### src/rtl/wishbone_master_arbiter_pkg.sv
// Shared state encoding and helpers for the two-master wishbone arbiter.
`default_nettype none

package wishbone_master_arbiter_pkg;

    localparam logic [1:0] IDLE = 2'd0;
    localparam logic [1:0] GNT0 = 2'd1;
    localparam logic [1:0] GNT1 = 2'd2;

    typedef logic [1:0] state_t;

endpackage

`default_nettype wire

### src/rtl/wishbone_arbiter_watchdog.sv
// Stall watchdog: counts unacked strobe cycles of the bus owner and flags a forced completion.
`default_nettype none

module wishbone_arbiter_watchdog #(
    parameter int TIMEOUT = 256
) (
    input  logic clk,
    input  logic rst,
    input  logic stb,
    input  logic ack,
    output logic tmo_hit
);

    localparam int W = $clog2(TIMEOUT);
    localparam logic [W-1:0] LAST = W'(TIMEOUT - 1);

    logic [W-1:0] wdog;

    // A real ack in the hit cycle takes priority over the forced completion.
    assign tmo_hit = stb & ~ack & (wdog == LAST);

    always_ff @(posedge clk) begin
        if (rst) begin
            wdog <= '0;
        end else if (stb & ~ack & ~tmo_hit) begin
            wdog <= wdog + 1'b1;
        end else begin
            wdog <= '0;
        end
    end

endmodule

`default_nettype wire

### src/rtl/wishbone_master_arbiter.sv
// Two-master round-robin wishbone arbiter; grant held for a whole cyc, watchdog-protected strobes.
`default_nettype none

module wishbone_master_arbiter
    import wishbone_master_arbiter_pkg::*;
#(
    parameter int          TIMEOUT  = 256,
    parameter logic [31:0] TMO_DATA = 32'h0000_0000
) (
    input  logic        clk,
    input  logic        rst,
    input  logic        m0_we_i,
    input  logic        m0_cyc_i,
    input  logic        m0_stb_i,
    input  logic [3:0]  m0_sel_i,
    input  logic [31:0] m0_adr_i,
    input  logic [31:0] m0_dat_i,
    output logic [31:0] m0_dat_o,
    output logic        m0_ack_o,
    output logic        m0_int_o,
    input  logic        m1_we_i,
    input  logic        m1_cyc_i,
    input  logic        m1_stb_i,
    input  logic [3:0]  m1_sel_i,
    input  logic [31:0] m1_adr_i,
    input  logic [31:0] m1_dat_i,
    output logic [31:0] m1_dat_o,
    output logic        m1_ack_o,
    output logic        m1_int_o,
    output logic        s_we_o,
    output logic        s_cyc_o,
    output logic        s_stb_o,
    output logic [3:0]  s_sel_o,
    output logic [31:0] s_adr_o,
    output logic [31:0] s_dat_o,
    input  logic [31:0] s_dat_i,
    input  logic        s_ack_i,
    input  logic        s_int_i,
    output logic [1:0]  grant_o,
    output logic        timeout_o
);

    state_t state;
    state_t next_state;
    logic   last;
    logic   own0;
    logic   own1;
    logic   owner_stb;
    logic   tmo_hit;
    logic [31:0] ret_dat;

    always_ff @(posedge clk) begin
        if (rst) begin
            state <= IDLE;
            last  <= 1'b1;
        end else begin
            state <= next_state;
            if (state == IDLE && next_state != IDLE) begin
                last <= (next_state == GNT1);
            end
        end
    end

    // IDLE always separates owners, so handover costs exactly one dead cycle.
    always_comb begin
        next_state = IDLE;
        case (state)
            IDLE: begin
                if (m0_cyc_i && m1_cyc_i) next_state = last ? GNT0 : GNT1;
                else if (m0_cyc_i)        next_state = GNT0;
                else if (m1_cyc_i)        next_state = GNT1;
                else                      next_state = IDLE;
            end
            GNT0:    next_state = m0_cyc_i ? GNT0 : IDLE;
            GNT1:    next_state = m1_cyc_i ? GNT1 : IDLE;
            default: next_state = IDLE;
        endcase
    end

    always_comb begin
        own0    = (state == GNT0);
        own1    = (state == GNT1);
        grant_o = {own1, own0};
    end

    always_comb begin
        s_we_o  = 1'b0;
        s_cyc_o = 1'b0;
        s_stb_o = 1'b0;
        s_sel_o = '0;
        s_adr_o = '0;
        s_dat_o = '0;
        if (own0) begin
            s_we_o  = m0_we_i;
            s_cyc_o = m0_cyc_i;
            s_stb_o = m0_stb_i;
            s_sel_o = m0_sel_i;
            s_adr_o = m0_adr_i;
            s_dat_o = m0_dat_i;
        end else if (own1) begin
            s_we_o  = m1_we_i;
            s_cyc_o = m1_cyc_i;
            s_stb_o = m1_stb_i;
            s_sel_o = m1_sel_i;
            s_adr_o = m1_adr_i;
            s_dat_o = m1_dat_i;
        end
    end

    assign owner_stb = (own0 & m0_stb_i) | (own1 & m1_stb_i);

    wishbone_arbiter_watchdog #(
        .TIMEOUT (TIMEOUT)
    ) u_watchdog (
        .clk     (clk),
        .rst     (rst),
        .stb     (owner_stb),
        .ack     (s_ack_i),
        .tmo_hit (tmo_hit)
    );

    always_comb begin
        ret_dat   = tmo_hit ? TMO_DATA : s_dat_i;
        m0_dat_o  = own0 ? ret_dat : 32'h0;
        m1_dat_o  = own1 ? ret_dat : 32'h0;
        m0_ack_o  = own0 & (s_ack_i | tmo_hit);
        m1_ack_o  = own1 & (s_ack_i | tmo_hit);
        m0_int_o  = s_int_i;
        m1_int_o  = s_int_i;
        timeout_o = tmo_hit;
    end

endmodule

`default_nettype wire
### config.mk
export PLATFORM = sky130hd
export DESIGN_NAME = wishbone_master_arbiter
export DESIGN_NICKNAME = d
export VERILOG_FILES = /design/src/rtl/wishbone_master_arbiter_pkg.sv /design/src/rtl/wishbone_arbiter_watchdog.sv /design/src/rtl/wishbone_master_arbiter.sv
export SDC_FILE = /design/constraint.sdc
export NUM_CORES = 1
export LEC_CHECK = 0
export BUFFER_PORTS_ARGS = -buffer_cell sky130_fd_sc_hd__buf_2
export CAP_MARGIN = 20
export CORE_AREA = 2 2 123 125
export DETAILED_ROUTE_END_ITERATION = 8
export DIE_AREA = 0 0 125 127
export PLACE_DENSITY = 0.46
export REMOVE_ABC_BUFFERS = 1
export SLEW_MARGIN = 20
export SYNTH_ARGS = -nofsm -noshare
export SYNTH_HDL_FRONTEND = slang
export SYNTH_SLANG_ARGS = --single-unit
### constraint.sdc
create_clock -name clk -period 1.99 [get_ports clk]
set_clock_uncertainty 0.15 [all_clocks]
set_input_delay 0.199 -clock clk [delete_from_list [all_inputs] [get_ports clk]]
set_output_delay 0.199 -clock clk [all_outputs]
set_load 0.02 [all_outputs]
After elaboration in Yosys (flattened, before gate mapping)
Cells that the tools add are included.
{"block": "totals", "ff_bits": 11, "latchBits": 0, "ram_bits": 0, "romBits": 0, "input_bits": 178, "output_inout_bits": 142, "elab_cells": 46, "memories": 0}
{"block": "op_classes", "n_addsub": 1, "n_mul": 0, "n_div": 0, "n_lt_le_gt_ge": 0, "n_eq_ne": 4, "shifts": 0, "n_mux": 21, "bitwise": 12, "n_reduce_logical": 5}
{"cell": "2-to-1 mux 32 bit", "n": 7}
{"cell": "adder 8 x 1 -> 8 bit, second input constant", "n": 1}
{"cell": "== test 8 bit, second input constant", "n": 1}
{"cell": "2-to-1 mux 2 bit", "n": 4}
{"cell": "2-to-1 mux 4 bit", "n": 2}
{"cell": "bitwise AND 1 bit", "n": 7}
{"cell": "2-to-1 mux 1 bit", "n": 7}
{"cell": "case mux 2 bit (3 select lines)", "n": 1}
{"cell": "== test 2 bit, second input constant", "n": 2}
{"cell": "inverter 1 bit", "n": 3}
{"cell": "== test 2 x 1 -> 1 bit, second input constant", "n": 1}
{"cell": "logical AND 1 bit", "n": 2}
{"cell": "logical NOT 2 bit", "n": 1}
{"cell": "bitwise OR 1 bit", "n": 2}
{"cell": "nonzero test 2 bit", "n": 1}
{"cell": "OR reduction 2 bit", "n": 1}

Depth between registers and ports, before layout
Gate-level depths: netlist of run 1.
{"block": "logic_depth", "word_depth": 9, "mapped_depth": 6, "mapped_depth_nobuf": 5}

Modules after synthesis
A second synthesis of run 1 with hierarchy kept.
{"block": "hier_totals", "cells_unflattened": 257, "area_unflattened_um2": 1834.3}
{"module": "wishbone_master_arbiter", "n_inst": 1, "cells_per_inst": 215, "area_each_um2": 1470.2, "seq_area_each_um2": 60.1}
{"module": "wishbone_arbiter_watchdog", "n_inst": 1, "cells_per_inst": 42, "area_each_um2": 364.1, "seq_area_each_um2": 160.2}

Worst setup path after synthesis of run 1
OpenSTA, ideal clock, no wires.
{"block": "synth_timing", "path_type": "flip-flop to output port", "startpoint": "register u_watchdog.wdog[0]", "endpoint": "output port m0_dat_o[23]", "t_arrival_ns": 1.620, "t_required_ns": 1.641, "slack_ns": 0.021, "path_stages_with_launch": 7, "n_path_buf": 2, "path_cell_list": "dfxtp_1 ha_1 nand3_2 a2111oi_4 buf_4 buf_6 nor3b_1"}
{"block": "synth_via", "elab_chain_len": 4}
{"item": "start, declared", "line": "wishbone_arbiter_watchdog.sv:17", "text": "logic [W-1:0] wdog;"}
{"item": "start signal, assigned", "line": "wishbone_arbiter_watchdog.sv:26", "text": "wdog <= wdog + 1'b1;"}
{"item": "== test 8 bit", "line": "wishbone_arbiter_watchdog.sv:20", "text": "assign tmo_hit = stb & ~ack & (wdog == LAST);"}
{"item": "bitwise AND 1 bit", "line": "wishbone_arbiter_watchdog.sv:20"}
{"item": "2-to-1 mux 32 bit", "line": "wishbone_master_arbiter.sv:123", "text": "ret_dat = tmo_hit ? TMO_DATA : s_dat_i;"}
{"item": "2-to-1 mux 32 bit", "line": "wishbone_master_arbiter.sv:124", "text": "m0_dat_o = own0 ? ret_dat : 32'h0;"}
{"item": "end, declared", "line": "wishbone_master_arbiter.sv:18", "text": "output logic [31:0] m0_dat_o,"}
No other way between the ends.

Worst setup path in the final report of run 1
{"block": "layout_timing", "startpoint": "register state[0]", "endpoint": "output port m0_dat_o[28]"}
{"block": "layout_via", "elab_chain_len": 7}
{"item": "start, declared", "line": "wishbone_master_arbiter.sv:43", "text": "state_t state;"}
{"item": "start signal, assigned", "line": "wishbone_master_arbiter.sv:57", "text": "state <= next_state;"}
{"item": "== test 2 x 1 -> 1 bit or == test 2 bit (tied branches)", "line": "wishbone_master_arbiter.sv:81, wishbone_master_arbiter.sv:82"}
{"item": "bitwise AND 1 bit", "line": "wishbone_master_arbiter.sv:110", "text": "assign owner_stb = (own0 & m0_stb_i) | (own1 & m1_stb_i);"}
{"item": "bitwise OR 1 bit", "line": "wishbone_master_arbiter.sv:110"}
{"item": "bitwise AND 1 bit (2 in series)", "line": "wishbone_arbiter_watchdog.sv:20"}
{"item": "2-to-1 mux 32 bit", "line": "wishbone_master_arbiter.sv:123"}
{"item": "2-to-1 mux 32 bit (*)", "line": "wishbone_master_arbiter.sv:124"}
Every way passes the cells marked *; elsewhere a longest branch is shown, timed or not.

==> flow_summary.yaml, run 1 <==
outcome:
  status: "finished, violations left"
  violations: "setup timing"
worst_setup_path:
  worst-path-buf-inv: 3
  path_max_fanout: 8
  worst_ep_arrival_time_ns: 1.83
  cp_cell_sequence: "nand3b_1 > a2111oi_4 > buf_6 > clkbuf_16 > nor3b_1 > buf_2"
  cpMaxStageDelayCell: "a2111oi_4"
  critPathTopFamily: "buffers and inverters"
  critical_path_class: "reg2out"
  start_kind: "flop"
  critPathMaxStageDelay_ns: 0.39
  cp-end-kind: "output pin"
  required_ns: 1.64
die:
  die_y_um: 127
  ios: 320
  rows: 44
  die_area_sq_mm: 0.0159
  core_area_sq_mm: 0.0144
  start_util_pct: 12.4
  fp.dieW_um: 125
cts:
  insertion_delay_ns: 0.24
  tritoncts: "done"
  clock_path_buffers: 2
  cts_sinks: 11
  cts_buffers: 3
  htree_levels: 1
  cts_root_buffer: "clkbuf_16"
  holdBufCountCts: 0
  clk_pin_slew_worst_paths_ns: 0.04
sta:
  setup_slack_ns: -0.190
  final_max_slew_viol_count: 0
  post-route-period-util_pct: 110
  hold_viol: 0
  finalCriticalPeriod_ns: 2.18
  setup_tns_ns: -11.11
  rsz0062_at_grt: "true"
  hold_slack_ns: 0.0244
  fmax_mhz: 459
  slew_headroom_pct: 74.9
  tightest_slew_ns: 0.376
  setup_viol: 67
synthesis:
  ys.flop_type: "dfxtp_1"
  synthArstFlopShare_pct: 0
  yosys.area.top_type: "a22o_1"
  syn_area_sq_mm: 0.00179
  synth.top_cell.area_share_pct: 33.8
  syn_inst: 226
  synthTopCellsByArea: "a22o_1 34%, nor3b_1 27%, dfxtp_1 12%"
  synth_warnings: 0
  ys_types: 30
  synth_area_per_cell_sq_um: 7.92
  ys_ff_latch: 11
  yosysSeqAreaShare_pct: 12.3
  synth-edff-count: 0
final_layout:
  layout_common_cells: "297 x buf_2, 69 x a22o_1, 59 x nor3b_1"
  seq_area_sq_um: 224
  final_common_cell: "buf_2"
  post-route-cell-area_sq_mm: 0.00403
  fill_cells: 1603
  antenna_cells: 0
  drive_gt1_share_pct: 66.7
  multi_input_area_sq_mm: 0.00143
  finish.utilization_pct: 27.9
  stdcell_count: 722
  nets: 718
  area_growth_syn_to_layout_pct: 125
placed_design:
  gp_congestion: 0.802
  hpwl_um: 8830
  placed_cells: 706
  postPlaceCellArea_sq_mm: 0.00356
  dpl_worst_slack_ns: 0.0108
  io_buffer_count: 316
global_route:
  use_met1_pct: 16.1
  grtUsageMet3_pct: 3.10
  antenna_found_initial: 1
  first_global_vias: 2844
  grt-ovfl-total: 0
  top_usage_layer: "met2"
  grt_usage_pct: 12.9
  met2_usage_pct: 22.9
  grt_max_degree: 37
  grt_pass1_wl_um: 16500
min_path:
  hold_class: "in2reg"
power_and_ir_drop:
  power_mw: 1.49
  cellPowerDensity_mw_per_mm2: 370
  vdd_drop_max_v: 0.000283
  p_leak_nw: 2.17
route:
  drc: 0
  via_per_inst: 4.48
  wire_per_inst_um: 17.3
  vias: 3238
  drt_iter0_markers: 129
  ant_nets: 0
  drt_wl_total_um: 12500
  dr.pass1.iters: 6
run:
  cap_violations: 0
## cell families after synthesis
family | count (synthesis) | share of synthesized area [%]
simple gates | 88 | 34.1
xor+xnor | 2 | 0.979
compound gates | 86 | 41.4
fa+ha+maj | 1 | 0.699
flops | 11 | 12.3
buf+inv | 38 | 10.5
## Yosys cell counts, drive strengths merged (2+ instances only)
library cell	instances
clkbuf	21
nand2	5
nand3	2
nor3b	65
xnor2	2
a21oi	2
nand3b	2
nor2	4
a311oi	2
nor3	3
buf	11
a22o	69
o21a	2
nand4	2
o21ai	5
inv	6
dfxtp	11
or3	2
nand2b	3
## worst paths after layout
kind         slack, ns                       endpoint                start  depth (start not counted)
max              -0.19                   m0_dat_o[28]  state[0]$_SDFF_PP0_                          6
min reg2reg       0.34            state[1]$_SDFF_PP0_    last$_SDFFE_PP1P_                          1
min               0.02            state[1]$_SDFF_PP0_                  rst                          2
max reg2reg       0.41  u_watchdog.wdog[3]$_SDFF_PP0_  state[0]$_SDFF_PP0_                          4
## layer usage
| layer | wire [um] | part of all wire [%] |
|---|---|---|
| met1 | 5100 | 41 |
| met2 | 6280 | 50 |
| met3 | 950 | 7.6 |
| met4 | 153 | 1.2 |
| met5 | 0 | 0 |
## final cells by class
type                    count  share of cell area [%]
inverters                   6                   0.808
multi-input cells         177                    35.5
clock buffers               4                    1.96
repair buffers            340                    50.5
well taps                 184                    5.72
flip-flops and latches     11                    5.56
## what timing repair did
item	CTS	global route
setup endpoints to repair	71	134
resized for setup	14	29
pin swaps	1	1
cloned	4	6
setup buffers	2	0
hold endpoints to repair	0	0
## power by group
group          switching [mW]  internal, mW
Clock                   0.102         0.269
Combinational           0.488         0.399
Sequential            0.00365         0.227
## state kept, by name, indices dropped and copies added (netlist names)
register	count
last	1
u_watchdog.wdog	8
state	2
No activity file was read; power rests on OpenSTA's default activity.
==> run 2: changes to the inputs <==
--- a/config.mk
+++ b/config.mk
@@ -11,7 +11,6 @@
 export DETAILED_ROUTE_END_ITERATION = 8
 export DIE_AREA = 0 0 125 127
 export PLACE_DENSITY = 0.46
-export REMOVE_ABC_BUFFERS = 1
 export SLEW_MARGIN = 20
 export SYNTH_ARGS = -nofsm -noshare
 export SYNTH_HDL_FRONTEND = slang
==> flow_summary.yaml, run 2 (synthesis results as in run 1) <==
outcome:
  violations: "setup timing"
  status: "finished, violations left"
cts:
  htree_levels: 1
  clk_pin_slew_worst_paths_ns: 0.04
  holdBufCountCts: 0
  cts_sinks: 11
  cts_buffers: 3
  tritoncts: "done"
  clock_path_buffers: 2
  cts_root_buffer: "clkbuf_16"
  insertion_delay_ns: 0.24
route:
  vias: 3247
  via_per_inst: 4.44
  ant_nets: 0
  drt_wl_total_um: 13500
  drc: 0
  wire_per_inst_um: 18.5
  dr.pass1.iters: 4
  drt_iter0_markers: 107
power_and_ir_drop:
  p_switching_uw: 596
  p_comb_share_pct: 59.7
  switching_share_pct: 39.9
  p_leak_nw: 2.26
  p_seq_share_pct: 15.4
  intPower_uw: 899
  vdd_drop_max_v: 0.000288
  cellPowerDensity_mw_per_mm2: 349
  power_mw: 1.50
  p_clk_share_pct: 24.9
sta:
  slew_headroom_pct: 68.6
  post-route-period-util_pct: 115
  setup_viol: 67
  hold_viol: 0
  rsz0062_at_grt: "true"
  final_max_slew_viol_count: 0
  finalCriticalPeriod_ns: 2.28
  fmax_mhz: 439
  setup_slack_ns: -0.289
  tightest_slew_ns: 0.471
final_layout:
  largest_reg_flops: 8
  area_growth_syn_to_layout_pct: 140
  max_flop_register: "u_watchdog.wdog"
  seq_area_sq_um: 224
  layout_common_cells: "293 x buf_2, 66 x a22o_1, 47 x nor3b_1"
  reg.largest.list: "u_watchdog.wdog x8, state x2, last x1"
  drive_gt1_share_pct: 70.0
  multi_input_area_sq_mm: 0.00154
  fill_cells: 1541
  final_common_cell: "buf_2"
  nets: 727
worst_setup_path:
  critical_path_class: "reg2out"
  start_kind: "flop"
  path_max_fanout: 8
  worst_ep_arrival_time_ns: 1.93
  cp-end-kind: "output pin"
  required_ns: 1.64
synthesis:
  syn-num-nets: 405
min_path:
  hold_class: "in2reg"
global_route:
  grt_pass1_wl_um: 17900
  first_global_vias: 2994
  antenna_found_initial: 2
  grt_usage_pct: 14.0
  grt_max_degree: 41
  grt-ovfl-total: 0
die:
  die_area_sq_mm: 0.0159
  fp.dieW_um: 125
  ios: 320
  start_util_pct: 12.4
  die_y_um: 127
  rows: 44
  core_area_sq_mm: 0.0144
run:
  cap_violations: 0
placed_design:
  dpl_worst_slack_ns: 0.0119
  io_buffer_count: 316
  hpwl_um: 10000
  gp_congestion: 0.836
## run 2: final timing paths
path                            start                       endpoint  slack, ns  cells past startpoint
setup / recovery  state[1]$_SDFF_PP0_                   m0_dat_o[15]      -0.29                      7
hold / removal                    rst            state[1]$_SDFF_PP0_       0.03                      2
setup reg to reg  state[0]$_SDFF_PP0_  u_watchdog.wdog[3]$_SDFF_PP0_       0.41                      4
hold reg to reg     last$_SDFFE_PP1P_            state[1]$_SDFF_PP0_       0.35                      1
## run 2: final cells by class
type,instances,area share [%]
antenna,1,0.0584
clock buffer,4,1.84
multi-input combinational,177,35.9
sequential,11,5.22
timing repair buffer,349,50.9
inverter,6,0.759
tap,184,5.37
## run 2: critical path: stages, from the launching register on
cell and delay [ns]:
dfxtp_2 0.32, nand3b_1 0.24, a2111oi_4 0.41, buf_6 0.18
buf_12 0.13, clkbuf_16 0.17, nor3b_2 0.05, buf_4 0.17
## run 2: per-stage QoR
step,hold WS [ns],setup TNS (ns),instances,util [%],area [sq um]
floorplan,0.127,0,226,-,1790
global placement,0.252,0,709,24.9,3600
detailed placement,0.252,0,709,24.9,3600
CTS,0.0321,-11.30,721,27.0,3890
global route,0.0389,-23.78,731,29.7,4290
finish,0.0264,-17.60,732,29.7,4290
## run 2: what timing repair did
| item | 4_1_cts | 5_1_grt |
|---|---|---|
| buffers inserted | 5 | 4 |
| pin swaps | 0 | 6 |
| gates cloned | 3 | 7 |
| endpoints found under the setup margin | 109 | 118 |
| resized for setup | 24 | 53 |
## run 2: routing by layer
metal	part of all wire [%]	track usage [%]	up-vias
met5	0	0	-
met4	0.23	1.11	0
met1	44	18.7	1553
li1	-	-	1539
met2	47	22.8	147
met3	8.7	4.65	8
## run 2: power by group through the flow
stage / clock [mW] / combinational (mW) / sequential [mW]
3_3_place_gp: 0 / 0.827 / 0.234
3_5_place_dp: 0 / 0.830 / 0.234
2_1_floorplan: 0 / 0.440 / 0.234
4_1_cts: 0.376 / 0.846 / 0.230
5_1_grt: 0.391 / 0.956 / 0.231
6_report: 0.372 / 0.893 / 0.231
==> run 3: changes to the inputs <==
==> constraint.sdc (replaced) <==
create_clock -name clk -period 2.2 [get_ports clk]
set_clock_uncertainty 0.15 [all_clocks]
set_input_delay 0.22 -clock clk [delete_from_list [all_inputs] [get_ports clk]]
set_output_delay 0.22 -clock clk [all_outputs]
set_load 0.02 [all_outputs]
==> flow_summary.yaml, run 3 (synthesis results as in run 1) <==
outcome:
  status: "finished, violations left"
  violations: "setup timing"
power_and_ir_drop:
  p_switching_uw: 526
  power_mw: 1.30
  intPower_uw: 770
  p_clk_share_pct: 26.3
  vdd_drop_max_v: 0.000297
  p_comb_share_pct: 57.6
  cellPowerDensity_mw_per_mm2: 339
  p_leak_nw: 2.08
  switching_share_pct: 40.6
  p_seq_share_pct: 16.2
sta:
  finalCriticalPeriod_ns: 2.27
  fmax_mhz: 440
  setup_slack_ns: -0.0713
  hold_slack_ns: 0.0486
  hold_viol: 0
  final_max_slew_viol_count: 0
  tightest_slew_ns: 0.375
  post-route-period-util_pct: 103
  setup_viol: 58
  rsz0062_at_grt: "true"
  slew_headroom_pct: 75.0
route:
  ant_nets: 0
  wire_per_inst_um: 17.4
  vias: 3149
  drt_iter0_markers: 160
  drt_wl_total_um: 12400
  drc: 0
  dr.pass1.iters: 4
  via_per_inst: 4.40
worst_setup_path:
  worst_ep_arrival_time_ns: 1.90
  cp_cell_sequence: "nand3b_1 > a2111oi_4 > buf_4 > clkbuf_16 > nor3b_1 > buf_4"
  required_ns: 1.83
  worst-path-buf-inv: 3
  startpoint: "state[1]$_SDFF_PP0_"
  path_max_fanout: 16
  cp-end-kind: "output pin"
  critical_path_class: "reg2out"
  r2r_start: "state[0]$_SDFF_PP0_"
  start_kind: "flop"
  path_common_cell: "buf_4"
  critPathMaxStageDelay_ns: 0.43
  critPathTopFamily: "buffers and inverters"
  cpMaxStageDelayCell: "a2111oi_4"
final_layout:
  nets: 710
  final_common_cell: "buf_2"
  max_flop_register: "u_watchdog.wdog"
  layout_common_cells: "306 x buf_2, 69 x a22o_1, 65 x nor3b_1"
  area_growth_syn_to_layout_pct: 114
  stdcell_count: 715
  reg.largest.list: "u_watchdog.wdog x8, state x2, last x1"
  largest_reg_flops: 8
  drive_gt1_share_pct: 65.3
  fill_cells: 1599
die:
  fp.dieW_um: 125
  core_area_sq_mm: 0.0144
  die_area_sq_mm: 0.0159
  die_y_um: 127
  start_util_pct: 12.4
  rows: 44
  ios: 320
global_route:
  grt_max_degree: 70
  grt_pass1_wl_um: 17200
  antenna_found_initial: 2
  first_global_vias: 2914
  grt-ovfl-total: 0
  grt_usage_pct: 13.6
cts:
  tritoncts: "done"
  clock_path_buffers: 2
  holdBufCountCts: 0
  cts_buffers: 3
  cts_root_buffer: "clkbuf_16"
  insertion_delay_ns: 0.24
  cts_sinks: 11
  clk_pin_slew_worst_paths_ns: 0.04
  htree_levels: 1
placed_design:
  io_buffer_count: 316
  dpl_worst_slack_ns: 0.161
  hpwl_um: 9820
  gp_congestion: 0.840
  placed_cells: 701
min_path:
  hold_class: "in2reg"
  hold_path_startpoint: "rst"
run:
  cap_violations: 0
synthesis:
  syn-num-nets: 405
## run 3: stage by stage
stage	util (%)	TNS [ns]	cell area (sq um)
detailed placement	24.5	0	3540
floorplan	-	0	1790
global route	26.5	-8.41	3820
global placement	24.5	0	3540
CTS	26.2	-1.08	3770
finish	26.5	-2.44	3820
## run 3: power by group through the flow
stage / Combinational, mW / Clock [mW] / Sequential [mW]
after floorplan: 0.398 / 0 / 0.212
after global placement: 0.740 / 0 / 0.213
after detailed placement: 0.741 / 0 / 0.213
after CTS: 0.748 / 0.343 / 0.209
after global routing: 0.802 / 0.350 / 0.210
final: 0.746 / 0.340 / 0.209
## run 3: worst register-to-register path: cells and delay by family (launching register included)
kind | cells | cell delay (ns)
AO/OA/AOI/OAI | 2 | 0.63
flip-flops | 1 | 0.34
AND/OR/NAND/NOR | 1 | 0.23
buffers and inverters | 1 | 0.18
## run 3: per-layer routing
layer / global-route usage [%] / part of all wire, % / vias up
li1: - / - / 1500
met1: 18.3 / 43 / 1482
met2: 21.8 / 47 / 154
met3: 4.31 / 8.8 / 13
met4: 2.22 / 0.97 / 0
met5: 0 / 0 / -
## run 3: area by class of cell
class / instances / area (sq um) / area share (%)
clock buffer: 3 / 75.1 / 1.96
tap: 184 / 230 / 6.02
timing repair buffer: 332 / 1870 / 48.8
antenna: 1 / 2.50 / 0.0655
inverter: 6 / 22.5 / 0.589
clock inverter: 1 / 5.00 / 0.131
multi-input combinational: 177 / 1390 / 36.5
sequential: 11 / 228 / 5.96
## run 3: what timing repair did
item,4_1_cts,5_1_grt
pin swaps,2,1
cloned,3,1
buffers inserted,5,0
setup endpoints to repair,67,67
gates resized for setup,15,8
## run 3: path summary, 6_finish.rpt
kind | endpoint | slack (ns) | cells past startpoint
worst min-delay path | state[0]$_SDFF_PP0_ | 0.05 | 2
worst max-delay path | m1_dat_o[9] | -0.07 | 6
worst max register to register | u_watchdog.wdog[3]$_SDFF_PP0_ | 0.59 | 4
worst min register to register | u_watchdog.wdog[6]$_SDFF_PP0_ | 0.35 | 2
